[src/rtl/action_sched_pkg.sv]
// action_sched_pkg: command encoding, button bit indices and FSM states for action_scheduler
package action_sched_pkg;
  typedef enum logic [2:0] {
    CMD_NONE  = 3'd0,
    CMD_LEFT  = 3'd1,
    CMD_RIGHT = 3'd2,
    CMD_PUNCH = 3'd3,
    CMD_KICK  = 3'd4
  } cmd_t;
  localparam int BTN_LEFT  = 0;
  localparam int BTN_RIGHT = 1;
  localparam int BTN_PUNCH = 2;
  localparam int BTN_KICK  = 3;
  typedef enum logic {IDLE, ISSUE} state_t;
endpackage

[src/rtl/btn_debounce.sv]
// btn_debounce: two-flop synchronizer plus level debounce for one button (debounce built only with ACTION_SCHED_DEBOUNCE_EN)
module btn_debounce #(
  parameter int DEBOUNCE_CYCLES = 1000000,
  parameter int CNT_W           = 25
) (
  input  logic clk,
  input  logic rst_n,
  input  logic raw,
  output logic state
);
  logic s1, s2;
  if (DEBOUNCE_CYCLES < 1 || DEBOUNCE_CYCLES > 2 ** CNT_W) begin : g_bad_cfg
    $error("btn_debounce: DEBOUNCE_CYCLES does not fit in CNT_W");
  end
  // bring the asynchronous button into the clock domain
  always_ff @(posedge clk or negedge rst_n)
    if (!rst_n) {s2, s1} <= 2'b00;
    else {s2, s1} <= {s1, raw};
`ifdef ACTION_SCHED_DEBOUNCE_EN
  logic [CNT_W-1:0] cnt;
  // accept a new level only after it has differed for DEBOUNCE_CYCLES consecutive cycles
  always_ff @(posedge clk or negedge rst_n)
    if (!rst_n) begin
      cnt   <= '0;
      state <= 1'b0;
    end else if (s2 == state) cnt <= '0;
    else if (cnt == CNT_W'(DEBOUNCE_CYCLES - 1)) begin
      cnt   <= '0;
      state <= s2;
    end else cnt <= cnt + 1'b1;
`else
  assign state = s2;
`endif
endmodule

[src/rtl/action_scheduler.sv]
// action_scheduler: turns debounced buttons into one valid/ready fighter command per frame, with attack latching and cooldown
// Build option: define ACTION_SCHED_DEBOUNCE_EN to enable per-button debounce counters.
module action_scheduler
  import action_sched_pkg::*;
#(
  parameter int DEBOUNCE_CYCLES = 1000000,
  parameter int ATTACK_COOLDOWN = 25000000,
  parameter int CNT_W           = 25
) (
  input  logic       clk,
  input  logic       rst_n,
  input  logic [3:0] btn_raw,
  input  logic       frame_tick,
  output logic       cmd_valid,
  input  logic       cmd_ready,
  output logic [2:0] cmd,
  output logic [3:0] btn_state,
  output logic       busy
);
  logic [3:0] btn_state_q, rise;
  logic pend_punch, pend_kick, hs, atk;
  logic [CNT_W-1:0] cool;
  state_t state;
  cmd_t pick;
  for (genvar i = 0; i < 4; i++) begin : g_db
    btn_debounce #(.DEBOUNCE_CYCLES(DEBOUNCE_CYCLES), .CNT_W(CNT_W)) u_db (
      .clk(clk), .rst_n(rst_n), .raw(btn_raw[i]), .state(btn_state[i])
    );
  end
  assign rise = btn_state & ~btn_state_q;
  assign hs   = cmd_valid & cmd_ready;
  assign atk  = hs & (cmd == CMD_PUNCH || cmd == CMD_KICK);
  assign busy = cool != '0;
  // kick beats punch beats a single held move; both directions held cancel out
  assign pick = pend_kick ? CMD_KICK
              : pend_punch ? CMD_PUNCH
              : (btn_state[BTN_LEFT] & ~btn_state[BTN_RIGHT]) ? CMD_LEFT
              : (btn_state[BTN_RIGHT] & ~btn_state[BTN_LEFT]) ? CMD_RIGHT
              : CMD_NONE;
  // latch attack presses outside cooldown; an accepted attack consumes both
  always_ff @(posedge clk or negedge rst_n)
    if (!rst_n) begin
      btn_state_q <= '0;
      pend_punch  <= 1'b0;
      pend_kick   <= 1'b0;
    end else begin
      btn_state_q <= btn_state;
      if (atk) begin
        pend_punch <= 1'b0;
        pend_kick  <= 1'b0;
      end else if (!busy) begin
        if (rise[BTN_PUNCH]) pend_punch <= 1'b1;
        if (rise[BTN_KICK]) pend_kick <= 1'b1;
      end
    end
  // attack cooldown: reload on accepted attack, count down to zero
  always_ff @(posedge clk or negedge rst_n)
    if (!rst_n) cool <= '0;
    else if (atk) cool <= CNT_W'(ATTACK_COOLDOWN);
    else if (busy) cool <= cool - 1'b1;
  // command FSM: sample a choice on frame_tick, hold it until the consumer takes it
  always_ff @(posedge clk or negedge rst_n)
    if (!rst_n) begin
      state     <= IDLE;
      cmd_valid <= 1'b0;
      cmd       <= CMD_NONE;
    end else if (state == IDLE) begin
      if (frame_tick && pick != CMD_NONE) begin
        state     <= ISSUE;
        cmd_valid <= 1'b1;
        cmd       <= pick;
      end
    end else if (cmd_ready) begin
      state     <= IDLE;
      cmd_valid <= 1'b0;
      cmd       <= CMD_NONE;
    end
endmodule

[config.mk]
export PLATFORM = sky130hd
export DESIGN_NAME = action_scheduler
export DESIGN_NICKNAME = d
export VERILOG_FILES = /design/src/rtl/action_sched_pkg.sv /design/src/rtl/btn_debounce.sv /design/src/rtl/action_scheduler.sv
export SDC_FILE = /design/constraint.sdc
export NUM_CORES = 1
export LEC_CHECK = 0
export ABC_AREA = 0
export CAP_MARGIN = 40
export CELL_PAD_IN_SITES_DETAIL_PLACEMENT = 0
export CELL_PAD_IN_SITES_GLOBAL_PLACEMENT = 1
export CORE_ASPECT_RATIO = 0.5
export CORE_UTILIZATION = 35
export CTS_CLUSTER_DIAMETER = 80
export DETAILED_ROUTE_END_ITERATION = 8
export HOLD_SLACK_MARGIN = 0.03
export PLACE_DENSITY = 0.65
export SLEW_MARGIN = 15
export SYNTH_ARGS = -nofsm -noshare
export SYNTH_HDL_FRONTEND = slang
export SYNTH_SLANG_ARGS = --single-unit
[constraint.sdc]
create_clock -name clk -period 6.1 [get_ports clk]
set_input_delay 0.61 -clock clk [delete_from_list [all_inputs] [get_ports clk]]
set_output_delay 0.61 -clock clk [all_outputs]
set_load 0.01 [all_outputs]
======== Word level (Yosys, flattened, before mapping) ========
Cells that the tools add are included.
operators by class
  eq/ne operators ......................... 4
  $lt $le $gt $ge ......................... 0
  shift operators ......................... 0
  multiplexer cells ....................... 21
  $mul .................................... 0
  reductions and logical operators ........ 11
  $add $sub $neg .......................... 1
  bitwise logic cells ..................... 8
  divide/modulo/power cells ............... 0
operator list
  cell                     count
  $mux W25                 2
  $reduce_bool A25 Y1      1
  $sub A25 B1 Y25 const B  1
  $mux W1                  12
  $mux W3                  4
  $reduce_bool A2 Y1       4
  $mux W2                  3
  $reduce_and A2 Y1        3
  $and A1 B1 Y1            4
  $and A4 B4 Y4            1
  $not A4 Y4               1
  $eq A3 B2 Y1 const B     1
  $eq A3 B3 Y1 const B     1
  $reduce_bool A3 Y1       1
  $ne A2 B1 Y1 const B     1
  $ne A2 B2 Y1 const B     1
  $not A1 Y1               2
  $logic_and A1 B1 Y1      1
  $logic_or A1 B1 Y1       1
word-level totals
  word-level logic and storage cells ...... 60
  RAM bits ................................ 0
  latch bits .............................. 0
  input port bits ......................... 8
  memory bits (read-only) ................. 0
  register bits after elaboration ......... 44
  memories ................................ 0

======== Longest topological paths before layout ========
  depth in word-level cells ............... 10
  gate-level depth with buffers ........... 8
  mapped depth without buffers ............ 8

======== Cells and area by module ========
From an unflattened synthesis, not the netlist that was laid out.
second synthesis, totals
  cell total of the unflattened synthesis .. 187
  area total of the unflattened synthesis .. 2015.7 um^2
by module, submodules not included
  module            cells an instance  times used  area each (um^2)  seq. area each (um^2)
  action_scheduler  179                1           1815.5            850.8
  btn_debounce      2                  4           50.0              50.0

======== Worst setup path before layout ========
No wires, ideal clock.
  path type ............................... reg2out
  start point ............................. reg cool[0]
  end point ............................... out busy
  stages on the path, launching flop included .. 7
  buffers on the path ..................... 0
  path slack .............................. 3.786 ns
  data arrival time ....................... 1.704 ns
  cell sequence ........................... dfrtp_1 inv_1 ha_1 nor3b_1 nand2_1 nor4_4 inv_2
between the ends
  cells in the longest elaborated chain, start to end .. 1
ends and longest elaborated chain
  element                   RTL line                RTL
  start: declaration        action_scheduler.sv:22  logic [CNT_W-1:0] cool;
  start signal: assignment  action_scheduler.sv:59  else if (atk) cool <= CNT_W'(ATTACK_COOLDOWN);
  start signal: assignment  action_scheduler.sv:60  else if (busy) cool <= cool - 1'b1;
  $reduce_bool A25 Y1       action_scheduler.sv:33  assign busy = cool != '0;
  end: declaration          action_scheduler.sv:18  output logic busy
No other way between the ends.

======== Worst setup path after layout ========
  start point ............................. reg cool[12]
  end point ............................... out busy
Same word-level chain as after synthesis.

==> impl_metrics.ini <==
[route]
wire_per_inst_um = 13.6
drt_iter0_markers = 64
drc = 0
vias = 1428
ant_nets = 0
via_per_inst = 5.19
first_pass_iters = 4
drt_wl_total_mm = 3.73

[sta]
fin_ws_ns = 2.55
setup_tns_ns = 0
worstMarginPinSlew_ns = 0.689
finClkSkew_ns = 0.00588
report.final.slew_viol_count = 0
fmax_mhz = 282
min_period_over_period_pct = 58.2
period_needed_ns = 3.55
slew_headroom_pct = 53.6
hold_violations = 0
rsz0062_at_grt = false
finalSetupViolations = 0

[pwr]
switchingPower_uw = 290
p_leak_nw = 0.885
power.density_nw_per_um2 = 385
p_int_uw = 592
vdd_drop_max_uv = 141
p_comb_share_pct = 26.8
p_clk_share_pct = 24.7
swShare_pct = 32.9
seqPwrFrac_pct = 48.4

[clock_network]
clkTransAtPathRegs_ns = 0.08
htree_levels = 2
clk_path_buf_depth = 2
cts-root-buf = clkbuf_8
clk_latency_ns = 0.29
cts_num_sinks = 42
post-cts-setup-buffers = 0
cts.repair.resized = 0
cts_tree = built
cts_hold_buffers = 0
numCtsBuffers = 5

[die]
ioPinCount = 17
die_h_um = 54.9
core_area_sq_um = 5160
dieArea_sq_um = 5920
die_w_um = 108
row_count = 18
start_util_pct = 38.0

[yosys]
ys_warn_count = 0
ys_seq_elements = 42
yosysUniqueCellTypes = 49
synthTopCellsByArea = dfrtp_1 (54%), o21ai_0 (3.6%), nor2_1 (3.1%), a21oi_1 (2.3%), nand2_1 (2.1%)
synth_area_sq_um = 1960
synthArstFlopShare_pct = 100
synth_top_area_cell = dfrtp_1
yosysTopAreaCellShare_pct = 53.6
synth_edf_count = 0
syn_avg_cell_area_sq_um = 10.5
syn-num-nets = 197
synth_ff_type = dfrtp_1
yosysSeqAreaShare_pct = 53.6
netlist_instances = 187

[placement]
gp_congestion = 0.678
port_buffers = 16
hpwl_mm = 2.59
dp_slack_ns = 2.92

[setup_path]
crit_type = flip-flop to output port
critical_path_arrival_ns = 2.94
r2r_cells = 5
cp_max_fo = 11
cp.required_ns = 5.49
endpoint_kind = output port
cp-start-kind = flip-flop

[outcome]
outcome = completed

[layout]
mostFrequentLayoutCell = dfrtp_1
diodes = 0
final_nets = 214
layout_common_cells = dfrtp_1 (42), nor2_1 (16), clkdlybuf4s50_1 (15)
area_growth_pct = 16.7
layout-drive-gt1-share_pct = 9.27

[global_route]
grt_pass1_wl_mm = 6.19
grt_max_degree = 30
grtUsageTotal_pct = 14.4
antenna_found_initial = 0
grt-ovfl-total = 0
grt_pass1_vias = 1251

[hold_path]
hold_class = input port to asynchronous set/reset pin

[job]
maxCapViolCount = 0
## stage by stage
step | instances | total power, mW | hold WS (ns) | util [%] | cell area, sq um
after floorplan | 187 | 0.588 | 0.314 | - | 1960
after global placement | 266 | 0.666 | 0.333 | 41.8 | 2160
after detailed placement | 267 | 0.668 | 0.335 | 42.2 | 2180
after CTS | 275 | 0.891 | 0.220 | 44.3 | 2290
after global routing | 275 | 0.947 | 0.228 | 44.3 | 2290
final | 275 | 0.881 | 0.215 | 44.3 | 2290
## metal layers
| layer | vias to the layer above | GRT usage [%] | share of wire, % |
|---|---|---|---|
| met5 | - | 0 | 0 |
| met3 | 5 | 3.86 | 5.2 |
| met1 | 688 | 19.0 | 53 |
| li1 | 704 | - | - |
| met4 | 0 | 6.85 | 1.5 |
| met2 | 31 | 22.6 | 41 |
## worst paths after layout
path	startpoint	endpoint	slack, ns
min in group clk	g_db[3].u_db.s1$_DFF_PN0_	g_db[3].u_db.state$_DFF_PN0_	0.35
max	cool[12]$_DFFE_PN0P_	busy	2.55
max reg2reg	cool[12]$_DFFE_PN0P_	cool[16]$_DFFE_PN0P_	3.39
max in group asynchronous	rst_n	pend_kick$_DFFE_PN0P_	5.42
min reg2reg	g_db[3].u_db.s1$_DFF_PN0_	g_db[3].u_db.state$_DFF_PN0_	0.35
min	rst_n	cool[1]$_DFFE_PN0P_	0.21
## critical path: stages, from the launching register on
cell             delay, ns
dfrtp_1               0.43
nor4_1                0.42
nand4_1               0.48
nor4_4                0.68
inv_2                 0.13
clkdlybuf4s50_1       0.51
## registers in the layout, summed over array words and instances, names as in the netlist
signal / cells
btn_state_q: 2
cmd: 3
cmd_valid: 1
cool: 25
g_db.u_db.s1: 4
g_db.u_db.state: 4
pend_kick: 1
pend_punch: 1
state: 1
## cell usage after synthesis, types with 3 or more instances
master and instances:
o211ai_1 3, inv_1 5, nor3_1 8, or3_1 5
xnor2_1 4, nor2_1 16, a21oi_1 9, nor2b_1 5
o21ai_0 14, nand3_1 4, a31oi_1 3, nand2_1 11
buf_4 4, dfrtp_1 42, nand2b_1 4, nor4_1 4
or4_1 3
## layout make-up
type,count,area [sq um]
well taps,70,87.6
repair buffers,18,183
inverters,6,22.5
fillers,509,2870
flip-flops and latches,42,1050
multi-input cells,131,833
clock inverters,2,37.5
clock buffers,6,72.6
## power by group through the flow
stage	logic, mW	clock network (mW)	registers (mW)
final	0.236	0.218	0.427
after global placement	0.236	0	0.430
after floorplan	0.169	0	0.419
after CTS	0.240	0.225	0.426
after detailed placement	0.238	0	0.431
after global routing	0.271	0.236	0.440
## cell families (layout without fill, tap and decap cells)
family | count (synthesis) | in the layout | synth area share [%]
muxes | 2 | 2 | 1.02
DFF | 42 | 42 | 53.6
and+or+nand+nor | 79 | 79 | 24.2
AOI/OAI and AO/OA | 42 | 42 | 13.3
xor gates and xnor gates | 6 | 6 | 2.68
adders and majority gates | 2 | 2 | 1.28
buffers and inverters | 14 | 32 | 3.89
No activity file was read; power rests on OpenSTA's default activity.
==> variant, RTL diff (same settings) <==
`CNT_W` is set to 25 in 2 places; all go to 27.
--- a/src/rtl/btn_debounce.sv
+++ b/src/rtl/btn_debounce.sv
@@ -2,5 +2,5 @@
 module btn_debounce #(
   parameter int DEBOUNCE_CYCLES = 1000000,
-  parameter int CNT_W           = 25
+  parameter int CNT_W           = 27
 ) (
   input  logic clk,
--- a/src/rtl/action_scheduler.sv
+++ b/src/rtl/action_scheduler.sv
@@ -6,5 +6,5 @@
   parameter int DEBOUNCE_CYCLES = 1000000,
   parameter int ATTACK_COOLDOWN = 25000000,
-  parameter int CNT_W           = 25
+  parameter int CNT_W           = 27
 ) (
   input  logic       clk,
Check against the original RTL: no difference found for any inputs over 10 cycles, from zero or initial values and one cycle with rst_n low; that may be too few to reach the edited logic, so the function may still have changed.
==> variant against the unedited design <==
The run now ends with design-rule violations left; sequential cell count up 2; first-iteration DRC count increased by 19%; cell area grew 9.5%; synthesized area is 8.3% higher; worst setup slack better by 99 ps; core utilization is 0.097 points lower; cell count grew 5.8%; routed wire length up 15%; power rose by 13%; highest routed layer unchanged.
==> variant: results (changes against the unedited design) <==
- Run status: finished with violations
- Failing checks: design-rule violations
- CTS sink cnt: 44 (+4.8%)
- Postcts setup bufs: 0 (unchanged)
- Nets@finish: 226 (+5.6%)
- Reg2reg path depth: 7 (+2)
- Nonclk buf count: 18 (unchanged)
- Flop2flop setup slack: 3330 ps (-60 ps)
- Filler Cell Count: 529 (+3.9%)
- Overall routing resource usage: 0.148 (+0.00440)
- Post-synthesis mux area share: 0 (-0.0102)
- Max reg flops: 27 (+8.0%)
- Max rail drop VDD: 119 µV (-16%)
- Mapped Nets: 210 (+6.6%)
- Multi-input logic cell count: 142 (+8.4%)
- Commonest cells post-synth: 44 x dfrtp_1, 20 x nor2_1, 16 x nand2_1
- DRC Markers: 1 (+1)
- Share of cells above drive strength 1: 0.110 (+0.0174)
- Post-synth cell types: 46 (-6.1%)
- Signal buf overhead: 0.0730 (-0.00691)
- Clock Network Area Fraction: 0.0685 (+0.0203)
- Routed wl met3: 108 µm (-44%)
- CTS root buffer: clkbuf_16
- Largest net degree at the start of global routing: 35 (+17%)
- Layout Skew: 6.68 ps (+0.799 ps)
- GP Congestion: 0.760 (+12%)
- Wl on met1: 2210 µm (+13%)
- Critical R2R Capture: cool[21]$_DFFE_PN0P_
- Ant. Diodes: 0 (unchanged)
- Met2 Wirelength: 1920 µm (+27%)
- DP Wirelength: 3000 µm (+16%)
- Seq/total area: 0.440 (-0.0197)
- DR iter-0 viols: 76 (+19%)
- Seq/Total Area, Yosys: 0.519 (-0.0175)
- Synth Area in Adders: 0.00589 (-0.00687)
- Clock buffers: 5 (-1)
- Wire per inst: 14.7 µm (+8.3%)
- Worst R2R Start: cool[0]$_DFFE_PN0P_
- Leakage: 0.944 nW (+6.7%)
- WP data arrival: 2840 ps (-100 ps)
- # port buffers: 16 (unchanged)
- First-pass GRT wire length: 7430 µm (+20%)
- Synth Area in XOR/XNOR: 0.0536 (+0.0268)
- Max Used Layer: met4
- Compound-Gate Fraction of Synth Area: 0.129 (-0.00432)
- Pre-Repair DR Iteration Count: 6 (+2)
- Largest stage delay, worst path: 620 ps (-60 ps)
- Rows: 19 (+1)
- Fin Hold WS: 203 ps (-11.4 ps)
- Slew margin rel.: 0.543 (+0.00655)
- H-Tree Level Count: 2 (unchanged)
- Vias in the first global route: 1541 (+23%)
- Max stage delay cell, worst path: nand4_1
- Multi-input logic area: 935 µm² (+12%)
- Crit Path Max Fanout: 13 (+2)
- Via density: 5.20 (+0.13%)
- Ys Warns: 0 (unchanged)
- Top cells by area, synth: dfrtp_1 52%, nor2_1 3.5%, xor2_1 3.3%
- Clk pin slew, worst setup/hold paths: 70 ps
[variant: cell count changes in the layout (fill, tap and decap cells not counted), moves of 3 or more]
cell | unedited run | this run
o21ai_0 | 14 | 3
o21ai_1 | 1 | 7
xor2_1 | 2 | 8
clkbuf_16 | 0 | 5
clkbuf_8 | 5 | 0
nand2_1 | 11 | 16
nand3_1 | 4 | 8
nor2_1 | 16 | 20
o31ai_1 | 2 | 6
nand2b_1 | 4 | 1
[variant: power breakdown]
part	switching [mW]	internal, mW
sequential	0.103	0.369
clock	0.112	0.194
combinational	0.107	0.108
[variant: routing by layer]
metal  up-vias  track usage
li1        750            -
met2        15        0.248
met1       744        0.197
met4         0       0.0476
met3         4       0.0298
met5         -            0
[variant: worst max-delay path by stage]
stage,startpoint,to,slack (ps),cells past startpoint
6_report,cool[0]$_DFFE_PN0P_,busy,2650,7
5_1_grt,cool[0]$_DFFE_PN0P_,busy,2440,7
4_1_cts,cool[0]$_DFFE_PN0P_,busy,2640,7
3_5_place_dp,cool[0]$_DFFE_PN0P_,busy,2960,7
3_3_place_gp,cool[0]$_DFFE_PN0P_,busy,3100,7
2_1_floorplan,cool[0]$_DFFE_PN0P_,busy,3940,7
[variant: through the flow]
step / util / instances / area (µm²) / worst slack [ps]
finish: 0.443 / 291 / 2500 / 2650
global route: 0.443 / 291 / 2500 / 2440
CTS: 0.443 / 291 / 2500 / 2640
detailed placement: 0.412 / 283 / 2330 / 2960
global placement: 0.407 / 281 / 2300 / 3100
floorplan: - / 201 / 2120 / 3940
[variant: worst max-delay path: cells and delay by family, from the launching register on]
kind	cells	cell delay (ps)
flip-flops	1	410
adder cells (fa/ha/maj)	1	160
buffers and inverters	3	660
AND/OR/NAND/NOR	3	1320
